`config.mk`:
```
export PLATFORM = sky130hd
export DESIGN_NAME = jam_cost_scheduler_flat
export DESIGN_NICKNAME = d
export VERILOG_FILES = /design/src/rtl/jam_cost_scheduler_pkg.sv /design/src/rtl/jam_cost_scheduler_if.sv /design/src/rtl/jam_cost_scheduler_min_tracker.sv /design/src/rtl/jam_cost_scheduler.sv /design/src/flat_wrapper.sv
export SDC_FILE = /design/constraint.sdc
export NUM_CORES = 1
export LEC_CHECK = 0
export ABC_AREA = 1
export ABC_CLOCK_PERIOD_IN_PS = 3950
export CAP_MARGIN = 20
export CELL_PAD_IN_SITES_DETAIL_PLACEMENT = 0
export CELL_PAD_IN_SITES_GLOBAL_PLACEMENT = 2
export CORE_MARGIN = 4
export CORE_UTILIZATION = 25
export CTS_CLUSTER_DIAMETER = 100
export CTS_CLUSTER_SIZE = 25
export DETAILED_ROUTE_END_ITERATION = 6
export PLACE_DENSITY = 0.77
export SYNTH_ARGS = -nofsm -noshare
export SYNTH_HDL_FRONTEND = slang
export SYNTH_SLANG_ARGS = --single-unit
```
`constraint.sdc`:
```
create_clock -name CLK -period 3.95 [get_ports CLK]
set_clock_uncertainty 0.05 [all_clocks]
set_input_delay 0.9875 -clock CLK [delete_from_list [all_inputs] [get_ports CLK]]
set_output_delay 0.9875 -clock CLK [all_outputs]
set_load 0.1 [all_outputs]
```
`src/rtl/jam_cost_scheduler_pkg.sv`:
```
// jam_pkg: shared widths, state encoding and perm slicing for the cost scheduler
package jam_pkg;
    localparam int N_WORK = 8;
    localparam int COST_W = 7;
    localparam int SUM_W = 10;
    localparam int CNT_W = 4;
    localparam int PERM_W = N_WORK * 3;
    localparam logic [SUM_W-1:0] MIN_INIT = 10'd1023;
    localparam logic [CNT_W-1:0] CNT_MAX = 4'd15;
    typedef enum logic [2:0] {IDLE, WAIT, FETCH, CMP, DONE} state_t;
    function automatic logic [2:0] perm_job(input logic [PERM_W-1:0] p, input logic [2:0] k);
        return p[k*3 +: 3];
    endfunction
endpackage

```
`src/rtl/jam_cost_scheduler_if.sv`:
```
// jam_cost_scheduler_if: valid/ready permutation handshake from the generator
interface jam_cost_scheduler_if;
    import jam_pkg::*;
    logic              perm_valid;
    logic              perm_ready;
    logic              perm_last;
    logic [PERM_W-1:0] perm;
    modport master(output perm_valid, perm, perm_last, input perm_ready);
    modport slave(input perm_valid, perm, perm_last, output perm_ready);
endinterface

```
`src/rtl/jam_cost_scheduler_min_tracker.sv`:
```
// jam_min_tracker: running minimum cost and saturating count of permutations tying it
module jam_min_tracker
    import jam_pkg::*;
(
    input  logic             clk,
    input  logic             rst,
    input  logic             clear,
    input  logic             cmp,
    input  logic             pruned,
    input  logic [SUM_W-1:0] sum,
    output logic [SUM_W-1:0] min_cost,
    output logic [CNT_W-1:0] match_count
);
    // fold each completed, unpruned permutation into the minimum and its tie count
    always_ff @(posedge clk) begin
        if (rst || clear) begin
            min_cost <= MIN_INIT;
            match_count <= '0;
        end else if (cmp && !pruned) begin
            if (sum < min_cost) begin
                min_cost <= sum;
                match_count <= CNT_W'(1);
            end else if (sum == min_cost && match_count != CNT_MAX) begin
                match_count <= match_count + 1'b1;
            end
        end
    end
endmodule

```
`src/rtl/jam_cost_scheduler.sv`:
```
// jam_cost_scheduler: walks each permutation through the cost table and tracks the minimum
module jam_cost_scheduler
    import jam_pkg::*;
#(
    parameter bit PRUNE = 1'b1
) (
    input  logic                  CLK,
    input  logic                  RST,
    input  logic                  start,
    jam_cost_scheduler_if.slave   pif,
    output logic [2:0]            W,
    output logic [2:0]            J,
    input  logic [COST_W-1:0]     Cost,
    output logic [CNT_W-1:0]      MatchCount,
    output logic [SUM_W-1:0]      MinCost,
    output logic                  Valid
);
    state_t            state, state_nx;
    logic [PERM_W-1:0] pbuf;
    logic [2:0]        k;
    logic [SUM_W-1:0]  sum, sum_nx;
    logic              last_f, pruned, prune_hit;

    // k only advances while another lookup follows, so W/J naturally hold their last values
    assign W = k;
    assign J = perm_job(pbuf, k);
    assign pif.perm_ready = state == WAIT;
    assign Valid = state == DONE;

    // next state; a lookup that pushes the partial sum past the minimum ends the walk early
    always_comb begin
        state_nx = state;
        sum_nx = sum + SUM_W'(Cost);
        prune_hit = PRUNE && (sum_nx > MinCost);
        case (state)
            IDLE:    if (start) state_nx = WAIT;
            WAIT:    if (pif.perm_valid) state_nx = FETCH;
            FETCH:   if (k == 3'(N_WORK - 1) || prune_hit) state_nx = CMP;
            CMP:     state_nx = last_f ? DONE : WAIT;
            default: state_nx = IDLE;
        endcase
    end

    // state register
    always_ff @(posedge CLK) begin
        if (RST) state <= IDLE;
        else state <= state_nx;
    end

    // permutation buffer, lookup index and running sum
    always_ff @(posedge CLK) begin
        if (RST) begin
            pbuf <= '0;
            k <= '0;
            sum <= '0;
            last_f <= 1'b0;
            pruned <= 1'b0;
        end else if (state == WAIT && pif.perm_valid) begin
            pbuf <= pif.perm;
            last_f <= pif.perm_last;
            sum <= '0;
            k <= '0;
            pruned <= 1'b0;
        end else if (state == FETCH) begin
            sum <= sum_nx;
            pruned <= prune_hit;
            if (state_nx == FETCH) k <= k + 1'b1;
        end
    end

    jam_min_tracker u_min (
        .clk        (CLK),
        .rst        (RST),
        .clear      (state == IDLE && start),
        .cmp        (state == CMP),
        .pruned     (pruned),
        .sum        (sum),
        .min_cost   (MinCost),
        .match_count(MatchCount)
    );
endmodule

```
`src/flat_wrapper.sv`:
```
// flat-port wrapper written by rule: the top's interface ports become plain ports
module jam_cost_scheduler_flat import jam_pkg::*;
#(
    parameter bit PRUNE = 1'b1
)
  (CLK, RST, start, W, J, Cost, MatchCount, MinCost, Valid, pif_perm_valid, pif_perm, pif_perm_last, pif_perm_ready);
  jam_cost_scheduler_if pif_i ();
  input  logic CLK;
  input  logic RST;
  input  logic start;
  output logic [2:0] W;
  output logic [2:0] J;
  input  logic [COST_W-1:0] Cost;
  output logic [CNT_W-1:0] MatchCount;
  output logic [SUM_W-1:0] MinCost;
  output logic Valid;
  input wire logic [$bits(pif_i.perm_valid)-1:0] pif_perm_valid;
  input wire logic [$bits(pif_i.perm)-1:0] pif_perm;
  input wire logic [$bits(pif_i.perm_last)-1:0] pif_perm_last;
  output wire logic [$bits(pif_i.perm_ready)-1:0] pif_perm_ready;
  assign pif_i.perm_valid = pif_perm_valid;
  assign pif_i.perm = pif_perm;
  assign pif_i.perm_last = pif_perm_last;
  assign pif_perm_ready = pif_i.perm_ready;
  jam_cost_scheduler #(.PRUNE(PRUNE)) u_core (.CLK(CLK), .RST(RST), .start(start), .pif(pif_i), .W(W), .J(J), .Cost(Cost), .MatchCount(MatchCount), .MinCost(MinCost), .Valid(Valid));
endmodule
```
* Yosys cells after proc, flatten, opt, wreduce, memory -nomap -nowiden
Cells that the tools add are included.
** Operators by class
- Equality and inequality tests :: 8
- Bitwise gates (word level) :: 0
- Shift operators :: 1
- Divide/modulo/power cells :: 0
- Mux-type cells :: 7
- $add $sub $neg :: 3
- Multiply operators :: 1
- Magnitude comparators :: 2
- Reduce and logical (&&, ||, !) cells :: 13
** Operators by type and width (count)
- 24-bit by 6-bit variable part select with 3-bit output :: 1
- 3-bit 2-to-1 mux :: 4
- 3-bit case mux with 4 select lines :: 1
- 10-bit by 7-bit adder with 10-bit output :: 1
- 10-bit equality test :: 1
- 10-bit > comparator :: 1
- 10-bit less-than comparator :: 1
- 3-bit by 2-bit equality test with 1-bit output, second input constant :: 3
- 4-bit 2-to-1 mux :: 2
- 3-bit equality test, second input constant :: 2
- 2-bit AND reduction :: 3
- 3-bit by 2-bit multiplier with 5-bit output, second input constant :: 1
- 4-bit by 1-bit adder with 4-bit output, second input constant :: 1
- 1-bit logical AND :: 4
- 4-bit inequality test, second input constant :: 1
- 3-bit by 1-bit adder with 3-bit output, second input constant :: 1
- 3-bit by 1-bit equality test with 1-bit output, second input constant :: 1
- 3-bit zero test :: 1
- 1-bit logical OR :: 2
- 2-bit nonzero test :: 1
- 2-bit OR reduction :: 1
- 1-bit zero test :: 1
** Storage, ports and cells
- Input port bits :: 36
- Bits in read-only memories :: 0
- Memories kept :: 0
- Output and inout bits :: 22
- Register bits :: 56
- Bits in writable memories :: 0
- Latch bits :: 0

* Depth between registers and ports, before layout
Gate-level depths: netlist (run 1).
- Depth after elaboration :: 7
- Mapped depth :: 20
- Gate-level depth less buffers :: 20

* Modules after synthesis
A second synthesis (run 1) with hierarchy kept.
** Unflattened totals
- Cells, all modules :: 495
- Area total of the unflattened synthesis :: 3484.6 um^2
** Modules (own cells, without submodules)
- jam_cost_scheduler :: instances 1, cells an instance 364, area an instance 2553.7 um^2, sequential area each 840.8 um^2
- jam_min_tracker :: instances 1, cells an instance 131, area an instance 930.9 um^2, sequential area each 280.3 um^2

* Worst setup path after synthesis (run 1)
OpenSTA, ideal clock, no wires.
- Path kind :: reg2out
- From :: register u_core.k[0], in the netlist u_core.W[0]
- To :: output J[0]
- Slack :: -0.351 ns
- Arrival time :: 3.263 ns
- Cell stages (with the launch flop) :: 6
- Data required time :: 2.913 ns
- Cells stage by stage :: dfxtp_1 > clkbuf_1 > nor2_1 > nor2_1 > o21ai_0 > a31oi_1
** Between the ends
- Longest elaborated chain between the ends :: 2
** Ends and longest elaborated chain
- start, declared :: RTL line jam_cost_scheduler.sv:20 : logic [2:0] k;
- start signal, assigned :: RTL line jam_cost_scheduler.sv:67 : if (state_nx == FETCH) k <= k + 1'b1;
- 3-bit by 2-bit multiplier with 5-bit output :: RTL line jam_cost_scheduler_pkg.sv:12 : return p[k*3 +: 3];
- 24-bit by 6-bit variable part select with 3-bit output :: RTL line jam_cost_scheduler_pkg.sv:12
- end, declared :: RTL line flat_wrapper.sv:12 : output logic [2:0] J;
Every way passes these cells.

* Final worst setup path (run 1)
- From :: input Cost[0]
- To :: register u_core.k[0], in the netlist u_core.W[0]
** Between the ends
- Longest elaborated chain between the ends :: 7
** Ends and longest elaborated chain
- start, declared :: RTL line flat_wrapper.sv:13 : input logic [COST_W-1:0] Cost;
- 10-bit by 7-bit adder with 10-bit output :: RTL line jam_cost_scheduler.sv:33 : sum_nx = sum + SUM_W'(Cost);
- net u_core.sum_nx[4] :: RTL line jam_cost_scheduler.sv:21 : logic [SUM_W-1:0] sum, sum_nx;
- 10-bit > comparator :: RTL line jam_cost_scheduler.sv:34 : prune_hit = PRUNE && (sum_nx > MinCost);
- 1-bit logical OR :: RTL line jam_cost_scheduler.sv:38 : FETCH: if (k == 3'(N_WORK - 1) || prune_hit) state_nx = CMP;
- 3-bit 2-to-1 mux :: RTL line jam_cost_scheduler.sv:38
- 3-bit case mux with 4 select lines :: RTL line jam_cost_scheduler.sv:35 : case (state)
- 3-bit by 2-bit equality test with 1-bit output :: RTL line jam_cost_scheduler.sv:67
- 2-bit AND reduction (no line)
The timed path passes the listed nets, and every way through them passes these cells.
A chain may end at the register's enable or synchronous reset.

==> impl_results.html, run 1 <==
<table>
<tr><th>Metric</th><th>Value</th></tr>
<tr><th colspan="2">Floorplanning</th></tr>
<tr><td>Die boundary height</td><td>122.1 um</td></tr>
<tr><td>Core area</td><td>12670 um2</td></tr>
<tr><td>Die width</td><td>122.1 um</td></tr>
<tr><td>Initial core utilization</td><td>0.2568</td></tr>
<tr><td>Number of I/O pins</td><td>58</td></tr>
<tr><td>Core Rows</td><td>41</td></tr>
<tr><td>Die area</td><td>14910 um2</td></tr>
<tr><th colspan="2">Placed design</th></tr>
<tr><td>Count of input and output buffers</td><td>57</td></tr>
<tr><td>Number of placed instances with taps included</td><td>682</td></tr>
<tr><td>Detailed placement HPWL</td><td>6798 um</td></tr>
<tr><td>Last weighted congestion value of the routability-driven placer</td><td>0.8008</td></tr>
<tr><td>Instance area after placement</td><td>3984 um2</td></tr>
<tr><th colspan="2">Final layout</th></tr>
<tr><td>Antenna diode count</td><td>0</td></tr>
<tr><td>Footprint of the multi-input gates</td><td>1831 um2</td></tr>
<tr><td>Share of cells above drive strength 1</td><td>0.07143</td></tr>
<tr><td>Filler Cell Count</td><td>1392</td></tr>
<tr><td>Final instance area</td><td>4135 um2</td></tr>
<tr><td>Area Growth Syn to Fin</td><td>27.07%</td></tr>
<tr><td>Non-filler instance count after layout</td><td>690</td></tr>
<tr><td>Final core utilization</td><td>0.3264</td></tr>
<tr><td>FF/Latch Area</td><td>1121 um2</td></tr>
<tr><td>Count of nets after finishing</td><td>584</td></tr>
<tr><th colspan="2">STA</th></tr>
<tr><td>Setup repair after global routing missed its margin</td><td>no</td></tr>
<tr><td>Final-report max-slew violation count</td><td>0</td></tr>
<tr><td>Fmax</td><td>283.5 MHz</td></tr>
<tr><td>Least-Margin Pin Slew</td><td>0.9937 ns</td></tr>
<tr><td>Clock period minus final worst setup slack</td><td>3.527 ns</td></tr>
<tr><td>Slew HR</td><td>0.3355</td></tr>
<tr><td>Share of the clock period used by the worst path</td><td>0.8929</td></tr>
<tr><td>Final Hold Viols</td><td>0</td></tr>
<tr><td>Count of endpoints failing setup in the final report</td><td>0</td></tr>
<tr><td>Setup TNS</td><td>0 ns</td></tr>
<tr><th colspan="2">Synthesis</th></tr>
<tr><td>Cell types occupying the most area after synthesis</td><td>sky130_fd_sc_hd__dfxtp_1 34%, sky130_fd_sc_hd__ha_1 12%, sky130_fd_sc_hd__nand2_1 9.2%</td></tr>
<tr><td>Count of different cell masters after synthesis</td><td>34</td></tr>
<tr><td>Async S/R FF share, synth</td><td>0</td></tr>
<tr><td>Syn_nets</td><td>529</td></tr>
<tr><td>Post-synthesis instance area</td><td>3254 um2</td></tr>
<tr><td>Count of flip-flops with a built-in enable after synthesis</td><td>0</td></tr>
<tr><td>Library cell with the largest summed area after synthesis</td><td>sky130_fd_sc_hd__dfxtp_1</td></tr>
<tr><td>Gate count of the mapped netlist</td><td>462</td></tr>
<tr><td>Fraction of synthesized cell area taken by the top area cell type</td><td>0.3445</td></tr>
<tr><td>Flops &amp; latches, synth</td><td>56</td></tr>
<tr><td>Number of warnings issued by yosys</td><td>0</td></tr>
<tr><td>Main synth FF type</td><td>sky130_fd_sc_hd__dfxtp_1</td></tr>
<tr><td>Post-Synthesis Mean Instance Area</td><td>7.044 um2</td></tr>
<tr><td>Sequential element share of the synthesized area</td><td>0.3445</td></tr>
<tr><th colspan="2">Setup path</th></tr>
<tr><td>Largest driver fanout on the critical path</td><td>4</td></tr>
<tr><td>Sort of element at the end of the critical path</td><td>flip-flop</td></tr>
<tr><td>Worst endpoint data arrival time</td><td>3.72 ns</td></tr>
<tr><td>Critical-path cell list</td><td>clkdlybuf4s50_1 &gt; ha_1 &gt; fa_1 &gt; nand3_1 &gt; nand2_1 &gt; or2_2 &gt; nand2_1 &gt; inv_1 &gt; ha_1 &gt; nand2_1 &gt; nor2_1 &gt; nand4_1 &gt; nand2_1 &gt; nand3_1 &gt; nand2_1 &gt; inv_1 &gt; nor2_1</td></tr>
<tr><td>Cell family with most CP delay</td><td>simple AND/OR/NAND/NOR gates</td></tr>
<tr><td>Critical path startpoint category</td><td>primary input</td></tr>
<tr><td>Path length in cells of the critical path</td><td>17</td></tr>
<tr><td>WP buf/inv</td><td>3</td></tr>
<tr><td>CP required</td><td>4.14 ns</td></tr>
<tr><td>Worst path max stage delay</td><td>0.42 ns</td></tr>
<tr><td>Critical Setup Path Class</td><td>primary input to flip-flop</td></tr>
<tr><td>Worst reg-to-reg path cell count</td><td>16</td></tr>
<tr><td>Worst-path cell with the longest stage delay</td><td>sky130_fd_sc_hd__fa_1</td></tr>
<tr><td>Most prevalent standard cell on the critical path</td><td>sky130_fd_sc_hd__nand2_1</td></tr>
<tr><th colspan="2">Clock tree</th></tr>
<tr><td>Clock buffer count from CTS</td><td>5</td></tr>
<tr><td>Clock network latency to the later pin of the worst-skew pair</td><td>0.31 ns</td></tr>
<tr><td>Maximum number of buffers from clock root to sink</td><td>2</td></tr>
<tr><td>Post-CTS clock slew at the launch and capture registers of the worst setup and hold paths</td><td>0.07 ns</td></tr>
<tr><td>Cts repair resizes</td><td>0</td></tr>
<tr><td>Postcts setup bufs</td><td>0</td></tr>
<tr><td>Number of clock sinks</td><td>56</td></tr>
<tr><td>Cts hold-fix bufs</td><td>0</td></tr>
<tr><td>CTS tree</td><td>done</td></tr>
<tr><td>Clock root buffer</td><td>sky130_fd_sc_hd__clkbuf_16</td></tr>
<tr><td>H-Tree Level Count</td><td>2</td></tr>
<tr><th colspan="2">Status</th></tr>
<tr><td>Result of the run</td><td>finished clean</td></tr>
<tr><th colspan="2">Drt</th></tr>
<tr><td>Router iterations before antenna repair</td><td>4</td></tr>
<tr><td>Initial DRC Count</td><td>149</td></tr>
<tr><td>DRC violation count after routing</td><td>0</td></tr>
<tr><td>Post-detailed-routing wire length</td><td>8697 um</td></tr>
<tr><td>DR vias/cell</td><td>4.362</td></tr>
<tr><td>Antenna Nets Post-Route</td><td>0</td></tr>
<tr><td>Routed wirelength normalized by instance count</td><td>12.60 um</td></tr>
<tr><td>Vias after detailed routing</td><td>3010</td></tr>
<tr><th colspan="2">Global route</th></tr>
<tr><td>Number of antenna violations at the first check in global routing</td><td>0</td></tr>
<tr><td>Remaining global-route overflow</td><td>0</td></tr>
<tr><td>Number of global-route vias before repair</td><td>2971</td></tr>
<tr><td>Total Routing Usage GR</td><td>0.1254</td></tr>
<tr><td>Wire length of the first global-routing pass</td><td>14700 um</td></tr>
<tr><td>Pin count of the biggest net entering global routing</td><td>26</td></tr>
<tr><th colspan="2">Job</th></tr>
<tr><td>Count of maximum capacitance violations</td><td>0</td></tr>
<tr><th colspan="2">Worst hold path</th></tr>
<tr><td>Number of cells traversed by the worst hold path</td><td>2</td></tr>
<tr><td>Class of the most critical hold timing path</td><td>flip-flop to flip-flop</td></tr>
<tr><th colspan="2">Pwr</th></tr>
<tr><td>PD cells</td><td>328.2 nW/um2</td></tr>
<tr><td>Leakage power</td><td>1.926 nW</td></tr>
<tr><td>Worst IR drop on VDD</td><td>0.1557 mV</td></tr>
<tr><td>Total chip power</td><td>1.357 mW</td></tr>
</table>
worst min-delay path: stages (launching register included):
cell,delay [ns]
sky130_fd_sc_hd__dfxtp_1,0.31
sky130_fd_sc_hd__inv_1,0.07
sky130_fd_sc_hd__nor3_1,0.05
worst paths after layout:
| kind | from | to | slack [ns] |
|---|---|---|---|
| max | Cost[0] | u_core.W[0]$_SDFFE_PP0P_ | 0.42 |
| min | u_core.last_f$_SDFFE_PP0P_ | u_core.state[2]$_SDFF_PP0_ | 0.42 |
| max reg2reg | u_core.sum[0]$_SDFFE_PP0P_ | u_core.W[0]$_SDFFE_PP0P_ | 1.18 |
| min reg2reg | u_core.last_f$_SDFFE_PP0P_ | u_core.state[2]$_SDFF_PP0_ | 0.42 |
stage by stage:
stage | hold slack [ns] | setup WS, ns
final | 0.4170 | 0.4229
after CTS | 0.4243 | 0.4155
after detailed placement | 0.4139 | 0.09111
after floorplan | 0.3863 | 0.3006
after global placement | 0.4086 | 0.1430
after global routing | 0.4508 | 0.06833
cell type report:
cell class                 count  area share
sequential                    56      0.2711
clock buffer                   5     0.03026
multi-input combinational    331      0.4427
clock inverter                 3    0.006354
timing repair buffer          60      0.1392
tap                          172     0.05204
inverter                      63     0.05840
cell usage after synthesis (all sizes together) (4+ instances only):
library cell / instances
nand2: 81
nor2: 81
inv: 59
dfxtp: 56
o21ai: 49
a21oi: 32
ha: 30
nand3: 21
nand4: 9
buf: 6
clkbuf: 6
o211ai: 5
xor2: 5
clkinv: 4
flip-flops by register name, indices dropped and copies added, names as in the netlist:
register                  count
u_core.sum                   10
u_core.u_min.match_count      4
u_core.pruned                 1
u_core.state                  3
u_core.pbuf                  24
u_core.last_f                 1
u_core.W                      3
u_core.u_min.min_cost        10
power by group:
group	total, mW	switching, mW	internal [mW]	leakage (nW)
registers	0.612	0.0220	0.590	0.455
clock network	0.474	0.233	0.241	0.0744
logic	0.271	0.173	0.0984	1.40
total	1.36	0.428	0.929	1.93
placed cells by master (no fill, tap or decap), types with 5 or more instances in the layout:
master                            count
sky130_fd_sc_hd__inv_2                5
sky130_fd_sc_hd__nand2_1             80
sky130_fd_sc_hd__a21oi_1             32
sky130_fd_sc_hd__o21ai_1              6
sky130_fd_sc_hd__ha_1                30
sky130_fd_sc_hd__clkdlybuf4s50_1     50
sky130_fd_sc_hd__inv_1               54
sky130_fd_sc_hd__nand3_1             19
sky130_fd_sc_hd__clkbuf_16            5
sky130_fd_sc_hd__buf_4               10
sky130_fd_sc_hd__xor2_1               5
sky130_fd_sc_hd__o21ai_0             43
sky130_fd_sc_hd__nand4_1              7
sky130_fd_sc_hd__nor2_1              79
sky130_fd_sc_hd__o211ai_1             5
sky130_fd_sc_hd__dfxtp_1             56
metal layers:
| metal | GRT usage | wire, um | vias up |
|---|---|---|---|
| li1 | - | - | 1609 |
| met1 | 0.1755 | 4466 | 1339 |
| met2 | 0.1889 | 3751 | 53 |
| met3 | 0.03389 | 355 | 9 |
| met4 | 0.03639 | 125 | 0 |
| met5 | 0 | 0 | - |
cell families (layout without fill, tap and decap cells):
kind of cell	after synthesis	count (layout)	synth area share
buffers and inverters	75	131	0.09881
DFF	56	56	0.3445
AOI/OAI and AO/OA	95	95	0.1546
xor gates and xnor gates	6	6	0.01615
and+or+nand+nor	199	199	0.2645
adders and majority gates	31	31	0.1215
Note: power is estimated with default switching activity, not from simulation.
==> run 2, diff against run 1 <==
--- a/config.mk
+++ b/config.mk
@@ -6,7 +6,7 @@
 export NUM_CORES = 1
 export LEC_CHECK = 0
 export ABC_AREA = 1
-export ABC_CLOCK_PERIOD_IN_PS = 3950
+export ABC_CLOCK_PERIOD_IN_PS = 3120
 export CAP_MARGIN = 20
 export CELL_PAD_IN_SITES_DETAIL_PLACEMENT = 0
 export CELL_PAD_IN_SITES_GLOBAL_PLACEMENT = 2
@@ -15,7 +15,7 @@
 export CTS_CLUSTER_DIAMETER = 100
 export CTS_CLUSTER_SIZE = 25
 export DETAILED_ROUTE_END_ITERATION = 6
-export PLACE_DENSITY = 0.77
+export PLACE_DENSITY = 0.8
 export SYNTH_ARGS = -nofsm -noshare
 export SYNTH_HDL_FRONTEND = slang
 export SYNTH_SLANG_ARGS = --single-unit
==> constraint.sdc (replaced) <==
create_clock -name CLK -period 3.12 [get_ports CLK]
set_clock_uncertainty 0.05 [all_clocks]
set_input_delay 0.78 -clock CLK [delete_from_list [all_inputs] [get_ports CLK]]
set_output_delay 0.78 -clock CLK [all_outputs]
set_load 0.1 [all_outputs]
==> run 2 against run 1 <==
- worst hold slack better by 0.0036 ns
- non-clock buffer count grew 20
- sequential power is 27% higher
- combinational power grew 53%
- cell count up 2.9%
==> impl_results.html, run 2 (synthesis results as in run 1) <==
<table>
<tr><th>Metric</th><th>Value</th></tr>
<tr><th colspan="2">Global route</th></tr>
<tr><td>Number of global-route vias before repair</td><td>3170</td></tr>
<tr><td>Remaining global-route overflow</td><td>0</td></tr>
<tr><td>Pin count of the biggest net entering global routing</td><td>27</td></tr>
<tr><td>Number of antenna violations at the first check in global routing</td><td>0</td></tr>
<tr><td>Total Routing Usage GR</td><td>0.1238</td></tr>
<tr><td>Wire length of the first global-routing pass</td><td>15000 um</td></tr>
<tr><th colspan="2">Final layout</th></tr>
<tr><td>FF/Latch Area</td><td>1121 um2</td></tr>
<tr><td>Area Growth Syn to Fin</td><td>38.14%</td></tr>
<tr><td>Registers with the most flip-flops</td><td>u_core.pbuf: 24 flops, u_core.sum: 10 flops, u_core.u_min.min_cost: 10 flops</td></tr>
<tr><td>Filler Cell Count</td><td>1388</td></tr>
<tr><td>Antenna diode count</td><td>0</td></tr>
<tr><td>Most common cell after layout, fill and taps aside</td><td>sky130_fd_sc_hd__nor2_1</td></tr>
<tr><td>Register bank with the most flops</td><td>u_core.pbuf</td></tr>
<tr><td>Most frequent cells in the layout</td><td>77 x sky130_fd_sc_hd__nor2_1, 72 x sky130_fd_sc_hd__nand2_1, 56 x sky130_fd_sc_hd__dfxtp_1</td></tr>
<tr><td>Max reg flops</td><td>24</td></tr>
<tr><td>Non-filler instance count after layout</td><td>710</td></tr>
<tr><td>Final core utilization</td><td>0.3548</td></tr>
<tr><td>Share of cells above drive strength 1</td><td>0.1896</td></tr>
<tr><td>Footprint of the multi-input gates</td><td>2032 um2</td></tr>
<tr><td>Final instance area</td><td>4496 um2</td></tr>
<tr><td>Count of nets after finishing</td><td>604</td></tr>
<tr><th colspan="2">Clock tree</th></tr>
<tr><td>H-Tree Level Count</td><td>2</td></tr>
<tr><td>Cts hold-fix bufs</td><td>0</td></tr>
<tr><td>Clock root buffer</td><td>sky130_fd_sc_hd__clkbuf_16</td></tr>
<tr><td>Clock buffer count from CTS</td><td>5</td></tr>
<tr><td>Maximum number of buffers from clock root to sink</td><td>2</td></tr>
<tr><td>Clock network latency to the later pin of the worst-skew pair</td><td>0.30 ns</td></tr>
<tr><td>CTS tree</td><td>done</td></tr>
<tr><td>Number of clock sinks</td><td>56</td></tr>
<tr><td>Post-CTS clock slew at the launch and capture registers of the worst setup and hold paths</td><td>0.08 ns</td></tr>
<tr><th colspan="2">Worst hold path</th></tr>
<tr><td>Number of cells traversed by the worst hold path</td><td>2</td></tr>
<tr><td>Class of the most critical hold timing path</td><td>flip-flop to flip-flop</td></tr>
<tr><th colspan="2">Setup path</th></tr>
<tr><td>Critical Setup Path Class</td><td>primary input to flip-flop</td></tr>
<tr><td>Cell family with most CP delay</td><td>simple AND/OR/NAND/NOR gates</td></tr>
<tr><td>Most prevalent standard cell on the critical path</td><td>sky130_fd_sc_hd__nand2_2</td></tr>
<tr><td>Timing endpoint of the critical path</td><td>u_core.W[2]$_SDFFE_PP0P_</td></tr>
<tr><td>CP required</td><td>3.31 ns</td></tr>
<tr><td>Worst endpoint data arrival time</td><td>3.10 ns</td></tr>
<tr><td>Worst path max stage delay</td><td>0.36 ns</td></tr>
<tr><td>Crit Reg-Reg Endpoint</td><td>u_core.W[2]$_SDFFE_PP0P_</td></tr>
<tr><td>Launch point of the worst path</td><td>Cost[0]</td></tr>
<tr><td>Critical-path cell list</td><td>dlygate4sd2_1 &gt; ha_2 &gt; fa_2 &gt; nand3_2 &gt; nand2_2 &gt; nand4_1 &gt; nand3b_1 &gt; nand2_1 &gt; inv_1 &gt; ha_4 &gt; nand2_2 &gt; nor2_4 &gt; nand3_1 &gt; nand3_2 &gt; nand2_2 &gt; buf_4 &gt; nand4_1 &gt; nand2_1 &gt; nor2_1</td></tr>
<tr><td>Worst r2r src</td><td>u_core.sum[2]$_SDFFE_PP0P_</td></tr>
<tr><td>Largest driver fanout on the critical path</td><td>3</td></tr>
<tr><td>Path length in cells of the critical path</td><td>19</td></tr>
<tr><td>Worst-path cell with the longest stage delay</td><td>sky130_fd_sc_hd__fa_2</td></tr>
<tr><td>WP buf/inv</td><td>3</td></tr>
<tr><td>Critical path startpoint category</td><td>primary input</td></tr>
<tr><td>Sort of element at the end of the critical path</td><td>flip-flop</td></tr>
<tr><td>Setup slack of the worst register-to-register path</td><td>0.56 ns</td></tr>
<tr><td>Worst reg-to-reg path cell count</td><td>16</td></tr>
<tr><th colspan="2">Status</th></tr>
<tr><td>Result of the run</td><td>finished clean</td></tr>
<tr><th colspan="2">Floorplanning</th></tr>
<tr><td>Core area</td><td>12670 um2</td></tr>
<tr><td>Die area</td><td>14910 um2</td></tr>
<tr><td>Die boundary height</td><td>122.1 um</td></tr>
<tr><td>Core Rows</td><td>41</td></tr>
<tr><td>Number of I/O pins</td><td>58</td></tr>
<tr><td>Die width</td><td>122.1 um</td></tr>
<tr><td>Initial core utilization</td><td>0.2568</td></tr>
<tr><th colspan="2">Pwr</th></tr>
<tr><td>Worst IR drop on VDD</td><td>0.2590 mV</td></tr>
<tr><td>PD cells</td><td>393.1 nW/um2</td></tr>
<tr><td>Leakage power</td><td>2.094 nW</td></tr>
<tr><th colspan="2">STA</th></tr>
<tr><td>Least-Margin Pin Slew</td><td>0.4433 ns</td></tr>
<tr><td>Count of endpoints failing setup in the final report</td><td>0</td></tr>
<tr><td>Share of the clock period used by the worst path</td><td>0.9353</td></tr>
<tr><td>Post-route setup slack</td><td>0.2019 ns</td></tr>
<tr><td>Final Hold Viols</td><td>0</td></tr>
<tr><td>Slew HR</td><td>0.7037</td></tr>
<tr><td>Clock period minus final worst setup slack</td><td>2.918 ns</td></tr>
<tr><td>Fmax</td><td>342.7 MHz</td></tr>
<tr><td>Setup repair after global routing missed its margin</td><td>no</td></tr>
<tr><td>Worst hold margin</td><td>0.4206 ns</td></tr>
<tr><td>Final-report max-slew violation count</td><td>0</td></tr>
<tr><th colspan="2">Drt</th></tr>
<tr><td>DRC violation count after routing</td><td>0</td></tr>
<tr><td>Vias after detailed routing</td><td>3107</td></tr>
<tr><td>Post-detailed-routing wire length</td><td>8783 um</td></tr>
<tr><td>DR vias/cell</td><td>4.376</td></tr>
<tr><td>Initial DRC Count</td><td>115</td></tr>
<tr><td>Router iterations before antenna repair</td><td>4</td></tr>
<tr><td>Antenna Nets Post-Route</td><td>0</td></tr>
<tr><td>Routed wirelength normalized by instance count</td><td>12.37 um</td></tr>
<tr><th colspan="2">Placed design</th></tr>
<tr><td>Last weighted congestion value of the routability-driven placer</td><td>0.7862</td></tr>
<tr><td>Instance area after placement</td><td>4143 um2</td></tr>
<tr><td>Detailed placement HPWL</td><td>6775 um</td></tr>
<tr><td>Count of input and output buffers</td><td>57</td></tr>
<tr><td>Dpl ws</td><td>-0.4791 ns</td></tr>
<tr><td>Number of placed instances with taps included</td><td>699</td></tr>
<tr><th colspan="2">Job</th></tr>
<tr><td>Count of maximum capacitance violations</td><td>0</td></tr>
</table>
run 2: cell types whose count changed in the layout (fill, tap and decap cells not counted), sizes merged:
cell | before | now
buf | 10 | 45
clkdlybuf4s50 | 50 | 28
dlymetal6s2s | 0 | 6
clkinv | 6 | 5
clkinvlp | 0 | 1
dlygate4sd2 | 0 | 1
run 2: how the worst min path moves through the flow:
stage	slack (ns)	start	to
floorplan	0.39	u_core.last_f$_SDFFE_PP0P_	u_core.state[2]$_SDFF_PP0_
global placement	0.40	u_core.last_f$_SDFFE_PP0P_	u_core.state[2]$_SDFF_PP0_
detailed placement	0.41	u_core.last_f$_SDFFE_PP0P_	u_core.state[2]$_SDFF_PP0_
CTS	0.42	u_core.last_f$_SDFFE_PP0P_	u_core.state[2]$_SDFF_PP0_
global route	0.46	u_core.pbuf[17]$_SDFFE_PP0P_	u_core.pbuf[17]$_SDFFE_PP0P_
finish	0.42	u_core.last_f$_SDFFE_PP0P_	u_core.state[2]$_SDFF_PP0_
run 2: worst reg2reg max path: cells and delay by family, from the launching register on:
kind | cells | cell delay [ns]
buffers and inverters | 2 | 0.25
AOI/OAI and AO/OA | 2 | 0.29
and+or+nand+nor | 9 | 0.73
DFF | 1 | 0.45
adders and majority gates | 2 | 0.54
xor gates and xnor gates | 1 | 0.21
run 2: where the power goes:
group          internal, mW  switching, mW
Clock                 0.300          0.278
Sequential            0.747         0.0273
Combinational         0.175          0.240
Total                  1.22          0.545
run 2: metrics by stage:
stage | setup TNS (ns) | total power, mW
after global routing | 0 | 1.870
after floorplan | 0 | 1.031
final | 0 | 1.767
after detailed placement | -2.099 | 1.183
after CTS | 0 | 1.782
after global placement | -1.773 | 1.182
run 2: metal layers:
metal  vias to the layer above  part of all wire  track usage
met5                         -                 0            0
met1                      1394              0.52       0.1715
met2                        48              0.44       0.2023
met3                         5             0.035      0.02321
met4                         0            0.0069      0.02309
li1                       1660                 -            -
run 2: final cells by class:
class	instances	area share
well taps	172	0.04787
multi-input cells	331	0.4520
flip-flops and latches	56	0.2494
clock inverters	3	0.004731
inverters	63	0.05372
clock buffers	5	0.02783
repair buffers	80	0.1645
run 2: repair_timing:
action,4_1_cts,5_1_grt
resized for setup,18,20
pin swaps,16,16
buffers inserted,2,1
endpoints found under the setup margin,5,5
gates cloned,0,0
==> patch: new RTL, settings of run 1 <==
The 5 states of `state_t` get a one-hot encoding in 5 bits.
--- a/src/rtl/jam_cost_scheduler_pkg.sv
+++ b/src/rtl/jam_cost_scheduler_pkg.sv
@@ -9,3 +9,3 @@
     localparam logic [CNT_W-1:0] CNT_MAX = 4'd15;
-    typedef enum logic [2:0] {IDLE, WAIT, FETCH, CMP, DONE} state_t;
+    typedef enum logic [4:0] {IDLE = 5'b00001, WAIT = 5'b00010, FETCH = 5'b00100, CMP = 5'b01000, DONE = 5'b10000} state_t;
     function automatic logic [2:0] perm_job(input logic [PERM_W-1:0] p, input logic [2:0] k);
Formal check against the unedited RTL: same outputs for any inputs over 10 cycles, from zero or initial values and one cycle with RST high; not proved beyond that.
==> patch against run 1 <==
Routed wire length increased by 3.9%. Area after synthesis up 1.9%. Setup slack worse by 0.037 ns. Highest routed layer unchanged. Largest cell class unchanged. Final area grew 7.5%. Sequential cell count increased by 2. First-iteration DRC count down 19%.
Power is not compared: it rests on default switching activity, and its combinational part moved more than twofold at a synthesized area within 25%.
==> patch: results (changes against run 1) <==
metric;value;unit;change
status;finished clean;;
synthAdderAreaFrac;11.9;%;-0.22 points
grt_pass1_wl;14.9;mm;+1.1%
r2r_slack;1.14;ns;-0.04 ns
arrival;3.73;ns;about the same
ir_drop;0.255;mV;
ctsResizeCount;0;;unchanged
cp_max_fo;6;;+2
muxShareOfSynthArea;0;%;unchanged
avgRoutedWirePerCell;12.9;um;+2.5%
vias_per_cell;4.38;;+0.35%
timing.rr.start;u_core.sum[2];;
async_reset_ff_share;0;%;unchanged
first_global_vias;2998;;+0.91%
synth_area_leaders;dfxtp_1, ha_1, a21oi_1;;
yosys_warnings;0;;unchanged
numPlacedInstances;683;;+0.15%
syn-num-nets;529;;unchanged
slew_headroom;35.0;%;+1.5 points
clk_latency;0.33;ns;+0.02 ns
worst-r2r-cell-count;17;;+1
stdcell_count;699;;+1.3%
reg2reg_to;u_core.W[1];;
antenna_found_initial;0;;unchanged
ys_top_cells_by_count;nand2_1, inv_1, a21oi_1;;
gp_congestion;0.758;;-5.4%
layout-drive-gt1-share;7.78;%;+0.64 points
synth_compound_gate_area_share;18.6;%;+3.1 points
drtIter0Drc;120;;-19%
grt_max_degree;40;;+54%
h-tree-depth;3;;+1
track_usage;12.7;%;+0.13 points
synth_xor_area_share;1.85;%;+0.23 points
end_kind;register;;
layout.nets;589;;+0.86%
numCtsBuffers;9;;+4
syn_avg_cell_area;7.18;sq um;+1.9%
hold_class;reg2reg;;
yosysSeqAreaShare;35.0;%;+0.57 points
dp_hpwl;7.16;mm;+5.3%
synthDistinctLibCells;32;;-5.9%
-- patch: how the worst min path moves through the flow --
stage	slack [ns]	startpoint	endpoint
5_1_grt	0.43	u_core.pbuf[14]	u_core.pbuf[14]
3_3_place_gp	0.40	u_core.pbuf[1]	u_core.pbuf[1]
4_1_cts	0.41	u_core.pbuf[1]	u_core.pbuf[1]
3_5_place_dp	0.40	u_core.pbuf[1]	u_core.pbuf[1]
2_1_floorplan	0.38	u_core.pbuf[6]	u_core.pbuf[6]
6_report	0.41	u_core.pbuf[14]	u_core.pbuf[14]
-- patch: worst max-delay path, cell delays in order --
cell and delay (ns):
clkdlybuf4s50_1 0.41, ha_1 0.24, fa_1 0.43, nand3_1 0.09, nand3_1 0.11, nand4_1 0.11, nand3b_1 0.08, nand2_1 0.09
inv_1 0.04, ha_1 0.26, nand2_1 0.06, nor2_1 0.18, nand3_1 0.09, nand3_1 0.09, nand2_1 0.07, nand3_1 0.20
nand2_1 0.08, nand2_1 0.06, nor2_1 0.04
-- patch: per-stage QoR --
step	instance area [sq um]	power, uW	setup WS, ns	hold slack, ns
2_1_floorplan	3340	669	0.246	0.380
3_3_place_gp	4090	727	0.114	0.398
3_5_place_dp	4090	727	0.0453	0.404
4_1_cts	4440	1660	0.382	0.411
5_1_grt	4440	1690	0.109	0.430
6_report	4440	1630	0.386	0.411
-- patch: cells by family (layout without fill, tap and decap cells) --
kind of cell | Yosys count | in the layout
AO/OA/AOI/OAI | 117 | 117
AND/OR/NAND/NOR | 161 | 161
adder cells (fa/ha/maj) | 31 | 31
buffers and inverters | 88 | 153
XOR/XNOR | 7 | 7
flip-flops | 58 | 58
-- patch: final cells by class --
type                            instances  area (sq um)
Fill cell                            1386          8380
Multi-Input combinational cell        316          1840
Sequential cell                        58          1160
Timing Repair Buffer                   63           601
Inverter                               74           278
Clock buffer                           11           253
Tap cell                              172           215
Clock inverter                          5           100
-- patch: routing by layer --
metal	GRT usage, %	wire, um	share of wire (%)
met1	17.8	4790	53
met2	18.8	3880	43
met3	3.66	263	2.9
met4	3.74	99	1.1
met5	0	0	0
-- patch: power by group through the flow --
stage | Combinational [uW] | Sequential (uW) | Clock [uW]
after global placement | 116 | 611 | 0
final | 115 | 599 | 915
after detailed placement | 116 | 611 | 0
after global routing | 129 | 600 | 963
after CTS | 116 | 599 | 940
after floorplan | 58.6 | 611 | 0
